===== src/rtl/regfile_wb_arbiter_pkg.sv =====
// Shared MIPS defines for the register-file writeback path.
// Holds the register-index width, the data width, the default starvation
// limit and the round-robin side encoding used by the arbiter and its
// LD/MD sub-arbiter.
package regfile_wb_arbiter_pkg;

  localparam int REG_W            = 5;
  localparam int DATA_W           = 32;
  localparam int NUM_REGS         = 32;
  localparam int STARVE_LIMIT_DEF = 4;

  // Which of the two low-priority sources wins the next LD/MD tie.
  typedef enum logic {
    RR_LD = 1'b0,
    RR_MD = 1'b1
  } rr_side_e;

endpackage


===== src/rtl/regfile_wb_arbiter_rr_arb2.sv =====
// wb_rr_arb2: two-request round-robin arbiter for the LD and MD writeback
// sources.
// Ports:
//   clk, rst       rising-edge clock, synchronous active-high reset
//   req_ld_i       LD request (already masked by ALU priority and reset)
//   req_md_i       MD request (already masked by ALU priority and reset)
//   gnt_ld_o       combinational LD grant
//   gnt_md_o       combinational MD grant
// The pointer names the side that wins a tie; after any grant it moves to
// the side that did not get the grant.
module wb_rr_arb2
  import regfile_wb_arbiter_pkg::*;
(
  input  logic clk,
  input  logic rst,
  input  logic req_ld_i,
  input  logic req_md_i,
  output logic gnt_ld_o,
  output logic gnt_md_o
);

  rr_side_e ptr_q;
  rr_side_e ptr_d;

  // Grant selection and pointer next state.
  always_comb begin
    gnt_ld_o = 1'b0;
    gnt_md_o = 1'b0;
    ptr_d    = ptr_q;
    if (req_ld_i && req_md_i) begin
      if (ptr_q == RR_LD) begin
        gnt_ld_o = 1'b1;
      end else begin
        gnt_md_o = 1'b1;
      end
    end else if (req_ld_i) begin
      gnt_ld_o = 1'b1;
    end else if (req_md_i) begin
      gnt_md_o = 1'b1;
    end else begin
      gnt_ld_o = 1'b0;
    end
    if (gnt_ld_o) begin
      ptr_d = RR_MD;
    end else if (gnt_md_o) begin
      ptr_d = RR_LD;
    end else begin
      ptr_d = ptr_q;
    end
  end

  // Round-robin pointer register.
  always_ff @(posedge clk) begin
    if (rst) begin
      ptr_q <= RR_LD;
    end else begin
      ptr_q <= ptr_d;
    end
  end

endmodule


===== src/rtl/regfile_wb_arbiter.sv =====
// regfile_wb_arbiter: merges ALU, load-return and mul/div results onto the
// single register-file write port and tracks registers awaiting mul/div.
// Ports:
//   clk, rst                     clock, synchronous active-high reset
//   alu_valid/alu_rd/alu_data    ALU result, always accepted (top priority)
//   ld_valid/ld_rd/ld_data,ld_ready  load-return handshake
//   md_valid/md_rd/md_data,md_ready  mul/div result handshake
//   md_issue/md_issue_rd         marks a register as awaiting a mul/div result
//   rs_num/rt_num, hazard        decode sources, pending-source indication
//   stall_req                    asks upstream to hold off ALU results
//   rd_we/rd_num/rd_data         registered write port (1 cycle after accept)
//   idle                         nothing pending and no write in flight
//   proto_err                    sticky: ALU result offered during stall_req
module regfile_wb_arbiter
  import regfile_wb_arbiter_pkg::*;
#(
  parameter int STARVE_LIMIT = STARVE_LIMIT_DEF
) (
  input  logic              clk,
  input  logic              rst,
  input  logic              alu_valid,
  input  logic [REG_W-1:0]  alu_rd,
  input  logic [DATA_W-1:0] alu_data,
  input  logic              ld_valid,
  input  logic [REG_W-1:0]  ld_rd,
  input  logic [DATA_W-1:0] ld_data,
  output logic              ld_ready,
  input  logic              md_valid,
  input  logic [REG_W-1:0]  md_rd,
  input  logic [DATA_W-1:0] md_data,
  output logic              md_ready,
  input  logic              md_issue,
  input  logic [REG_W-1:0]  md_issue_rd,
  input  logic [REG_W-1:0]  rs_num,
  input  logic [REG_W-1:0]  rt_num,
  output logic              hazard,
  output logic              stall_req,
  output logic              rd_we,
  output logic [REG_W-1:0]  rd_num,
  output logic [DATA_W-1:0] rd_data,
  output logic              idle,
  output logic              proto_err
);

  localparam int CNT_W = $clog2(STARVE_LIMIT + 1);
  localparam logic [CNT_W-1:0] CNT_MAX = CNT_W'(STARVE_LIMIT);

  logic                req_ld_s, req_md_s;
  logic                ld_gnt_s, md_gnt_s, alu_gnt_s, accept_s;
  logic [REG_W-1:0]    sel_rd_s;
  logic [DATA_W-1:0]   sel_data_s;

  logic                rd_we_q, rd_we_d;
  logic [REG_W-1:0]    rd_num_q, rd_num_d;
  logic [DATA_W-1:0]   rd_data_q, rd_data_d;
  logic [NUM_REGS-1:0] busy_q, busy_d;
  logic [CNT_W-1:0]    cnt_q, cnt_d;
  logic                stall_q, stall_d;
  logic                perr_q, perr_d;

  // Reset and ALU priority are folded into the requests so the sub-arbiter
  // never grants (or moves its pointer) in those cycles.
  always_comb begin
    alu_gnt_s = alu_valid && !rst;
    req_ld_s  = ld_valid && !alu_valid && !rst;
    req_md_s  = md_valid && !alu_valid && !rst;
  end

  wb_rr_arb2 u_rr (
    .clk      (clk),
    .rst      (rst),
    .req_ld_i (req_ld_s),
    .req_md_i (req_md_s),
    .gnt_ld_o (ld_gnt_s),
    .gnt_md_o (md_gnt_s)
  );

  // Select the winning request's destination and data.
  always_comb begin
    accept_s   = alu_gnt_s || ld_gnt_s || md_gnt_s;
    sel_rd_s   = alu_rd;
    sel_data_s = alu_data;
    if (alu_gnt_s) begin
      sel_rd_s   = alu_rd;
      sel_data_s = alu_data;
    end else if (ld_gnt_s) begin
      sel_rd_s   = ld_rd;
      sel_data_s = ld_data;
    end else if (md_gnt_s) begin
      sel_rd_s   = md_rd;
      sel_data_s = md_data;
    end else begin
      sel_rd_s   = alu_rd;
      sel_data_s = alu_data;
    end
  end

  // Next state for write port, busy vector, starve counter and flags.
  always_comb begin
    // r0 writes are consumed but never reach the regfile.
    rd_we_d   = accept_s && (sel_rd_s != REG_W'(0));
    rd_num_d  = rd_num_q;
    rd_data_d = rd_data_q;
    if (accept_s) begin
      rd_num_d  = sel_rd_s;
      rd_data_d = sel_data_s;
    end else begin
      rd_num_d  = rd_num_q;
      rd_data_d = rd_data_q;
    end

    // Clear first, then set, so a coinciding issue keeps the register busy.
    busy_d = busy_q;
    if (md_gnt_s) begin
      busy_d[md_rd] = 1'b0;
    end else begin
      busy_d = busy_q;
    end
    if (md_issue && (md_issue_rd != REG_W'(0))) begin
      busy_d[md_issue_rd] = 1'b1;
    end else begin
      busy_d = busy_d;
    end

    cnt_d = cnt_q;
    if (ld_gnt_s || md_gnt_s || !(ld_valid || md_valid)) begin
      cnt_d = CNT_W'(0);
    end else if (alu_valid && (cnt_q != CNT_MAX)) begin
      cnt_d = cnt_q + CNT_W'(1);
    end else begin
      cnt_d = cnt_q;
    end

    // Counter clears on an LD/MD grant, which drops stall the cycle after.
    stall_d = (cnt_d == CNT_MAX);
    perr_d  = perr_q || (alu_valid && stall_q);
  end

  // State registers.
  always_ff @(posedge clk) begin
    if (rst) begin
      rd_we_q   <= 1'b0;
      rd_num_q  <= REG_W'(0);
      rd_data_q <= DATA_W'(0);
      busy_q    <= NUM_REGS'(0);
      cnt_q     <= CNT_W'(0);
      stall_q   <= 1'b0;
      perr_q    <= 1'b0;
    end else begin
      rd_we_q   <= rd_we_d;
      rd_num_q  <= rd_num_d;
      rd_data_q <= rd_data_d;
      busy_q    <= busy_d;
      cnt_q     <= cnt_d;
      stall_q   <= stall_d;
      perr_q    <= perr_d;
    end
  end

  // Output drive: handshakes, hazard and idle are combinational.
  always_comb begin
    ld_ready  = ld_gnt_s;
    md_ready  = md_gnt_s;
    hazard    = ((rs_num != REG_W'(0)) && busy_q[rs_num]) ||
                ((rt_num != REG_W'(0)) && busy_q[rt_num]);
    idle      = (busy_q == NUM_REGS'(0)) && !rd_we_q;
    stall_req = stall_q;
    rd_we     = rd_we_q;
    rd_num    = rd_num_q;
    rd_data   = rd_data_q;
    proto_err = perr_q;
  end

endmodule


===== config.mk =====
export PLATFORM = sky130hd
export DESIGN_NAME = regfile_wb_arbiter
export DESIGN_NICKNAME = d
export VERILOG_FILES = /design/src/rtl/regfile_wb_arbiter_pkg.sv /design/src/rtl/regfile_wb_arbiter_rr_arb2.sv /design/src/rtl/regfile_wb_arbiter.sv
export SDC_FILE = /design/constraint.sdc
export NUM_CORES = 1
export LEC_CHECK = 0
export ABC_AREA = 1
export CORE_ASPECT_RATIO = 1.25
export CORE_MARGIN = 2
export CORE_UTILIZATION = 31
export DETAILED_ROUTE_END_ITERATION = 16
export GPL_ROUTABILITY_DRIVEN = 0
export HOLD_SLACK_MARGIN = 0.08
export PLACE_DENSITY = 0.55
export SYNTH_ARGS = -nofsm -noshare
export SYNTH_HDL_FRONTEND = slang
export SYNTH_SLANG_ARGS = --single-unit

===== constraint.sdc =====
create_clock -name clk -period 4 [get_ports clk]
set_input_delay 1.2 -clock clk [delete_from_list [all_inputs] [get_ports clk]]
set_output_delay 1.2 -clock clk [all_outputs]
set_load 0.05 [all_outputs]

==> impl_metrics.csv, run 1 <==
group,metric,value,unit
run_status,status,"completed",
sta,hold_violations,0,
min_path,hp-class,"reg -> reg",
route,drc_errors,0,
setup_path,critPathBufInv,4,
route,routedWlPerCell,15.4,um
sta,worst_pin_slew,1.16,ns
power,ir_drop,175,uV
grt,grt_overflow,0,
route,drt_wl_total,17100,um
clock_network,cts.clk_slew.worst_paths,0.06,ns
setup_path,crit_cells,11,
setup_path,path_cells,"clkdlybuf4s50_1 -> nor2_1 -> nand2_1 -> nand2_1 -> inv_1 -> nand2_1 -> nand2_1 -> nand2_1 -> inv_1 -> nand2_1 -> buf_12",
setup_path,path_delay_family,"simple AND/OR/NAND/NOR gates",
layout,nFillCells,1606,
setup_path,worst_setup_path_start_kind,"primary input",
sta,finalCritPeriodShare,95.9,%
sta,finalClockSkew,0.00393,ns
setup_path,critical_path_required,2.80,ns
setup_path,crit_fanout,4,
power,power_density,335,mW/mm^2
layout,multi_input_area,0.00275,mm^2
setup_path,end_kind,"output port",
floorplanning,core-area,0.0150,mm^2
grt,first_global_vias,5234,
floorplanning,fp.dieArea,0.0164,mm^2
placement,io_buffers,175,
synth,synth_nets,889,
min_path,whs_path_depth,2,
layout,syn_to_final_growth,48.6,%
setup_path,crit_type,"in -> out",
synth,synth-async-reset-ratio,0,%
synth,synthFlopType,"dfxtp_1",
synth,netlist_instances,755,
route,wl_met1,6910,um
power,power.share.clock,36.4,%
clock_network,cts_buffers,9,
route,dr.max_layer_used,"met4",
clock_network,cts_tree,"built",
layout,final_nets,1060,
grt,antenna_found_initial,0,
layout,insertedDiodeCount,0,
setup_path,rr_startpoint,"u_rr.ptr_q$_SDFFE_PP0P_",
grt,grt_max_degree,45,
sta,rsz0062_at_grt,"false",
layout,drive_above_1_share,8.59,%
floorplanning,initial_core_util,31.8,%
clock_network,htree_num_levels,3,
synth,yosys_warnings,0,
setup_path,cp_slowest_cell,"clkdlybuf4s50_1",
route,vias,5378,
synth,ys_seq_elements,76,
synth,syn-cell-area,0.00477,mm^2
power,leakage,3.08,nW
setup_path,ff2ff_path_depth,8,
synth,avgSynthCellArea,6.32,um^2
placement,hpwl,13100,um
sta,setup_viol,0,
synth,synth_edf_count,0,
clock_network,cts_sinks,76,
floorplanning,num_io_pins,176,
sta,fmax,0.261,GHz
flow_run,max_cap_viol_count,0,
synth,synth.yosys.seq_area_share,31.9,%
setup_path,setup.worst_path.start,"rs_num[2]",
layout,layoutNonFillerInstCount,1113,
route,drtIter0Drc,286,
route,wl_met2,8580,um
sta,slew_viol_final,0,
power,combPwrFrac,28.6,%
route,avgViaCountPerCell,4.83,
synth,synth_cell_types,33,
power,intPower,1.64,mW
layout,ff_latch_area,0.00152,mm^2
placement,dp.cells,1091,
route,ant_nets,0,
clock_network,cts.path.max_buffers,2,
clock_network,root_buffer,"clkbuf_16",
floorplanning,dieHeight,143,um
floorplanning,die_width,115,um
power,p_sw,731,uW
setup_path,reg2reg_slack,1.95,ns
floorplanning,core.rowCount,50,
sta,timing.max_slew.rel_slack,22.2,%
route,firstDrtPassIters,4,
grt,grt.total_usage,21.0,%
sta,period_minus_slack,3.84,ns
setup_path,arrival,2.64,ns
power,swShare,30.8,%
power,seqPwrFrac,35.0,%
min_path,hold_path.startpoint,"rd_data[1]$_SDFFE_PP0P_",
sta,setup_tns,0,ns
setup_path,cp_common_cell,"nand2_1",
grt,grt_pass1_wl,27200,um
clock_network,clk_latency,0.33,ns
route,wl_met3,1280,um
setup_path,slowest_delay,0.49,ns
## sequential cells by signal, indices dropped and copies added (netlist names)
name / cells
busy_q: 32
rd_data: 32
rd_num: 5
cnt_q: 3
proto_err: 1
rd_we: 1
stall_req: 1
u_rr.ptr_q: 1
## through the flow
stage	power, mW	hold slack [ns]	setup WS, ns	instance area (um^2)	utilization [%]
floorplan	1.22	0.453	0.380	4770	-
global placement	1.52	0.452	-0.0164	6700	44.6
detailed placement	1.52	0.460	-0.0114	6700	44.6
CTS	2.39	0.470	0.0167	7070	47.1
global route	2.48	0.489	0.0195	7080	47.2
finish	2.37	0.467	0.163	7080	47.2
## cell usage in the layout (no fill, tap or decap), types with 3 or more instances in the layout
| cell type | instances |
|---|---|
| clkbuf_16 | 9 |
| nand3b_1 | 3 |
| or2_0 | 10 |
| clkinvlp_4 | 3 |
| o31ai_1 | 7 |
| o211ai_1 | 37 |
| o21ai_0 | 24 |
| buf_6 | 3 |
| a21oi_1 | 35 |
| nor4_1 | 9 |
| nand3_2 | 3 |
| nand4_1 | 4 |
| nand2_1 | 270 |
| inv_1 | 70 |
| clkbuf_8 | 4 |
| nor2_1 | 16 |
| nor3_1 | 19 |
| dfxtp_1 | 76 |
| nand3_1 | 85 |
| or2_1 | 6 |
| or2_2 | 19 |
| clkdlybuf4s50_1 | 170 |
| buf_4 | 17 |
| buf_12 | 3 |
| inv_2 | 7 |
## repair_timing
action                                  CTS  global route
gates resized for setup                   2             6
buffers inserted                          6             0
pin swaps                                 0             0
endpoints found under the setup margin    1             1
hold buffers                              0             0
## final cells by class
cell class | count | share of cell area, %
Sequential cell | 76 | 21.5
Multi-Input combinational cell | 562 | 38.8
Timing Repair Buffer | 197 | 27.6
Clock buffer | 13 | 3.96
Tap cell | 182 | 3.21
Clock inverter | 3 | 0.600
Inverter | 80 | 4.34
## worst reg2reg max path, delay by kind of cell, from the launching register on
family	cells	cell delay, ns
AO/OA/AOI/OAI	3	0.64
flip-flops	1	0.38
AND/OR/NAND/NOR	3	0.34
buffers and inverters	2	0.51
## synth_stat cells (2+ instances only)
master | count | area (um^2)
inv_1 | 72 | 270
nand3b_1 | 3 | 22.5
nand3_2 | 3 | 30.0
clkbuf_1 | 10 | 37.5
nor2_4 | 2 | 22.5
nand2_4 | 2 | 22.5
or2_1 | 6 | 37.5
inv_2 | 6 | 22.5
nand2_1 | 270 | 1010
nor4_1 | 9 | 56.3
or2_0 | 10 | 62.6
ha_1 | 2 | 25.0
o31ai_1 | 7 | 52.6
or2_2 | 19 | 119
o21ai_0 | 24 | 120
nand4_1 | 4 | 25.0
nor3_1 | 19 | 95.1
o211ai_1 | 37 | 278
dfxtp_1 | 76 | 1520
a21oi_1 | 35 | 175
nand3_1 | 85 | 425
buf_2 | 19 | 95.1
buf_4 | 4 | 30.0
a31oi_1 | 2 | 12.5
clkinv_1 | 2 | 7.51
xor2_1 | 2 | 17.5
nor2_1 | 16 | 60.1
buf_6 | 4 | 45.0
## cells by family after synthesis
logic type,after synthesis,share of synthesized area [%]
XOR/XNOR,2,0.367
buffers and inverters,117,10.7
flip-flops,76,31.9
AO/OA/AOI/OAI,108,14.0
adder cells (fa/ha/maj),2,0.525
AND/OR/NAND/NOR,450,42.6
## power groups by stage
stage	clock network, mW	logic (mW)	registers, mW
floorplan	0	0.239	0.980
global placement	0	0.679	0.845
detailed placement	0	0.674	0.846
CTS	0.881	0.682	0.830
global route	0.909	0.735	0.835
finish	0.863	0.679	0.830
## metal layers
| layer | vias up | global-route usage (%) |
|---|---|---|
| li1 | 2803 | - |
| met1 | 2371 | 23.9 |
| met2 | 181 | 36.9 |
| met3 | 23 | 7.34 |
| met4 | 0 | 6.02 |
| met5 | - | 0 |
## path summary, 6_finish.rpt
path,endpoint
setup reg to reg,rd_num[2]$_SDFFE_PP0P_
hold / removal,rd_data[1]$_SDFFE_PP0P_
hold reg to reg,rd_data[1]$_SDFFE_PP0P_
setup / recovery,hazard
Power figures use the tool's default switching activity.
==> run 2: changes to the inputs <==
- CORE_MARGIN: 2 -> 5
- SKIP_CTS_REPAIR_TIMING: not set -> 1
- SLEW_MARGIN: not set -> 5
==> run 2 against run 1 <==
Compared with the run above: fmax is 0.50% lower; global-route usage fell by 2.1 points; power increased by 0.34%; register-to-register slack worse by 0.03 ns; clock skew grew 0.0036 ns; clock power rose by 0.9%; combinational power is essentially flat; non-clock buffer count stayed put; design area is 0.57% higher; worst hold slack worse by 0.0011 ns; cell count increased by 2.4%; critical path type unchanged; setup slack got worse by 0.019 ns.
==> impl_metrics.csv, run 2 (synthesized netlist as in run 1, its figures left out) <==
group,metric,value,unit
floorplanning,initial_core_util,31.6,%
setup_path,rr_startpoint,"u_rr.ptr_q$_SDFFE_PP0P_",
layout,layoutNonFillerInstCount,1140,
setup_path,path_cells,"dlymetal6s2s_1 -> clkinvlp_4 -> buf_4 -> nand2_1 -> nand3_1 -> nand3_1 -> nand3_1 -> nand2_1 -> nand2_1 -> nand2_1 -> inv_1 -> nand2_1 -> buf_12",
layout,drive_above_1_share,8.58,%
min_path,whs_endpoint,"rd_data[27]$_SDFFE_PP0P_",
setup_path,crit_type,"in -> out",
sta,hold_violations,0,
setup_path,reg2reg_slack,1.92,ns
min_path,whs_path_depth,2,
clock_network,htree_num_levels,3,
layout,multi_input_area,0.00275,mm^2
setup_path,slowest_delay,0.26,ns
power,power,2.38,mW
power,p_sw,727,uW
layout,final_nets,1061,
grt,use_met1,21.4,%
power,power_density,334,mW/mm^2
setup_path,end_kind,"output port",
layout,nFillCells,1612,
route,avgViaCountPerCell,4.70,
floorplanning,die_width,121,um
sta,rsz0062_at_grt,"false",
sta,fmax,0.259,GHz
grt,grt_max_degree,45,
sta,worst_pin_slew,1.14,ns
clock_network,cts_tree,"built",
power,swShare,30.6,%
route,drc_errors,0,
min_path,hp-class,"reg -> reg",
floorplanning,core-area,0.0151,mm^2
route,drt_wl_total,17500,um
floorplanning,core.rowCount,50,
layout,syn_to_final_growth,49.4,%
flow_run,max_cap_viol_count,0,
clock_network,cts.clk_slew.worst_paths,0.06,ns
power,intPower,1.65,mW
grt,use_met3,6.05,%
sta,setup_viol,0,
power,ir_drop,253,uV
route,routedWlPerCell,15.4,um
floorplanning,num_io_pins,176,
placement,hpwl,13400,um
sta,timing.max_slew.rel_slack,23.6,%
layout,layout.cells.most_common,"nand2_1",
grt,grt_overflow,0,
setup_path,worst_setup_path_start_kind,"primary input",
setup_path,critical_path_required,2.80,ns
setup_path,cp_common_cell,"nand2_1",
layout,fin_util,47.3,%
layout,fin_area,0.00712,mm^2
clock_network,cts_sinks,76,
sta,finalClockSkew,0.00748,ns
grt,grt.total_usage,18.9,%
power,power.share.clock,36.6,%
grt,grt_pass1_wl,27300,um
power,combPwrFrac,28.5,%
sta,layout_setup_ws,0.144,ns
setup_path,cp_slowest_cell,"dlymetal6s2s_1",
setup_path,r2r_end,"rd_num[2]$_SDFFE_PP0P_",
clock_network,cts.path.max_buffers,2,
route,ant_nets,0,
placement,place_area,0.00673,mm^2
clock_network,clk_latency,0.33,ns
power,leakage,3.08,nW
sta,period_minus_slack,3.86,ns
clock_network,root_buffer,"clkbuf_16",
layout,ff_latch_area,0.00152,mm^2
layout,final_cell_mix,"270 x nand2_1, 170 x clkdlybuf4s50_1, 85 x nand3_1",
grt,antenna_found_initial,0,
clock_network,cts_buffers,9,
grt,gr-max-usage-layer,"met2",
layout,insertedDiodeCount,0,
run_status,status,"completed",
route,firstDrtPassIters,4,
grt,met2_usage,33.9,%
setup_path,crit_fanout,7,
placement,io_buffers,175,
sta,finalCritPeriodShare,96.4,%
floorplanning,fp.dieArea,0.0180,mm^2
setup_path,ff2ff_path_depth,8,
sta,slew_viol_final,0,
placement,dp.cells,1117,
floorplanning,dieHeight,149,um
power,seqPwrFrac,34.9,%
min_path,hold_path.startpoint,"rd_data[27]$_SDFFE_PP0P_",
route,drtIter0Drc,287,
placement,post-place-ws,-0.0852,ns
route,vias,5356,
grt,first_global_vias,5200,
setup_path,arrival,2.66,ns
## run 2: cell count changes in the layout (fill, tap and decap cells not counted), sizes merged
cell	delta
buf	-1
inv	-1
bufinv	+1
clkbuf	-1
clkinv	+3
## run 2: layout make-up
| cell class | instances | share of cell area (%) |
|---|---|---|
| clock buffers | 11 | 3.41 |
| clock inverters | 5 | 1.05 |
| inverters | 80 | 4.32 |
| multi-input cells | 562 | 38.5 |
| flip-flops and latches | 76 | 21.4 |
| well taps | 208 | 3.65 |
| repair buffers | 197 | 27.6 |
| repair inverters | 1 | 0.105 |
## run 2: worst max-delay path by stage
stage | start | endpoint | slack, ns | depth (start not counted)
after global placement | rt_num[0] | hazard | -0.07 | 14
final | rt_num[0] | hazard | 0.14 | 13
after detailed placement | rt_num[0] | hazard | -0.09 | 14
after CTS | rt_num[0] | hazard | -0.08 | 14
after floorplan | rt_num[0] | hazard | 0.38 | 14
after global routing | rs_num[1] | hazard | 0.02 | 14
## run 2: worst max-delay path: cells and delay by family
family	cells	cell delay, ns
buf+inv	5	0.89
simple gates	8	0.56
## run 2: routing by layer
metal | up-vias | share of wire [%]
met4 | 0 | 1.8
met2 | 167 | 51
li1 | 2811 | -
met3 | 19 | 7.5
met5 | - | 0
met1 | 2359 | 40
## run 2: metrics by stage
step | hold WS [ns] | setup TNS [ns]
global placement | 0.458 | -0.0685
floorplan | 0.453 | 0
CTS | 0.471 | -0.0842
global route | 0.489 | 0
detailed placement | 0.460 | -0.0852
finish | 0.466 | 0
## run 2: power by group through the flow
| stage | clock network [mW] | registers [mW] | logic, mW |
|---|---|---|---|
| 2_1_floorplan | 0 | 0.980 | 0.239 |
| 3_3_place_gp | 0 | 0.845 | 0.677 |
| 3_5_place_dp | 0 | 0.845 | 0.673 |
| 4_1_cts | 0.895 | 0.830 | 0.676 |
| 5_1_grt | 0.927 | 0.835 | 0.731 |
| 6_report | 0.871 | 0.830 | 0.678 |
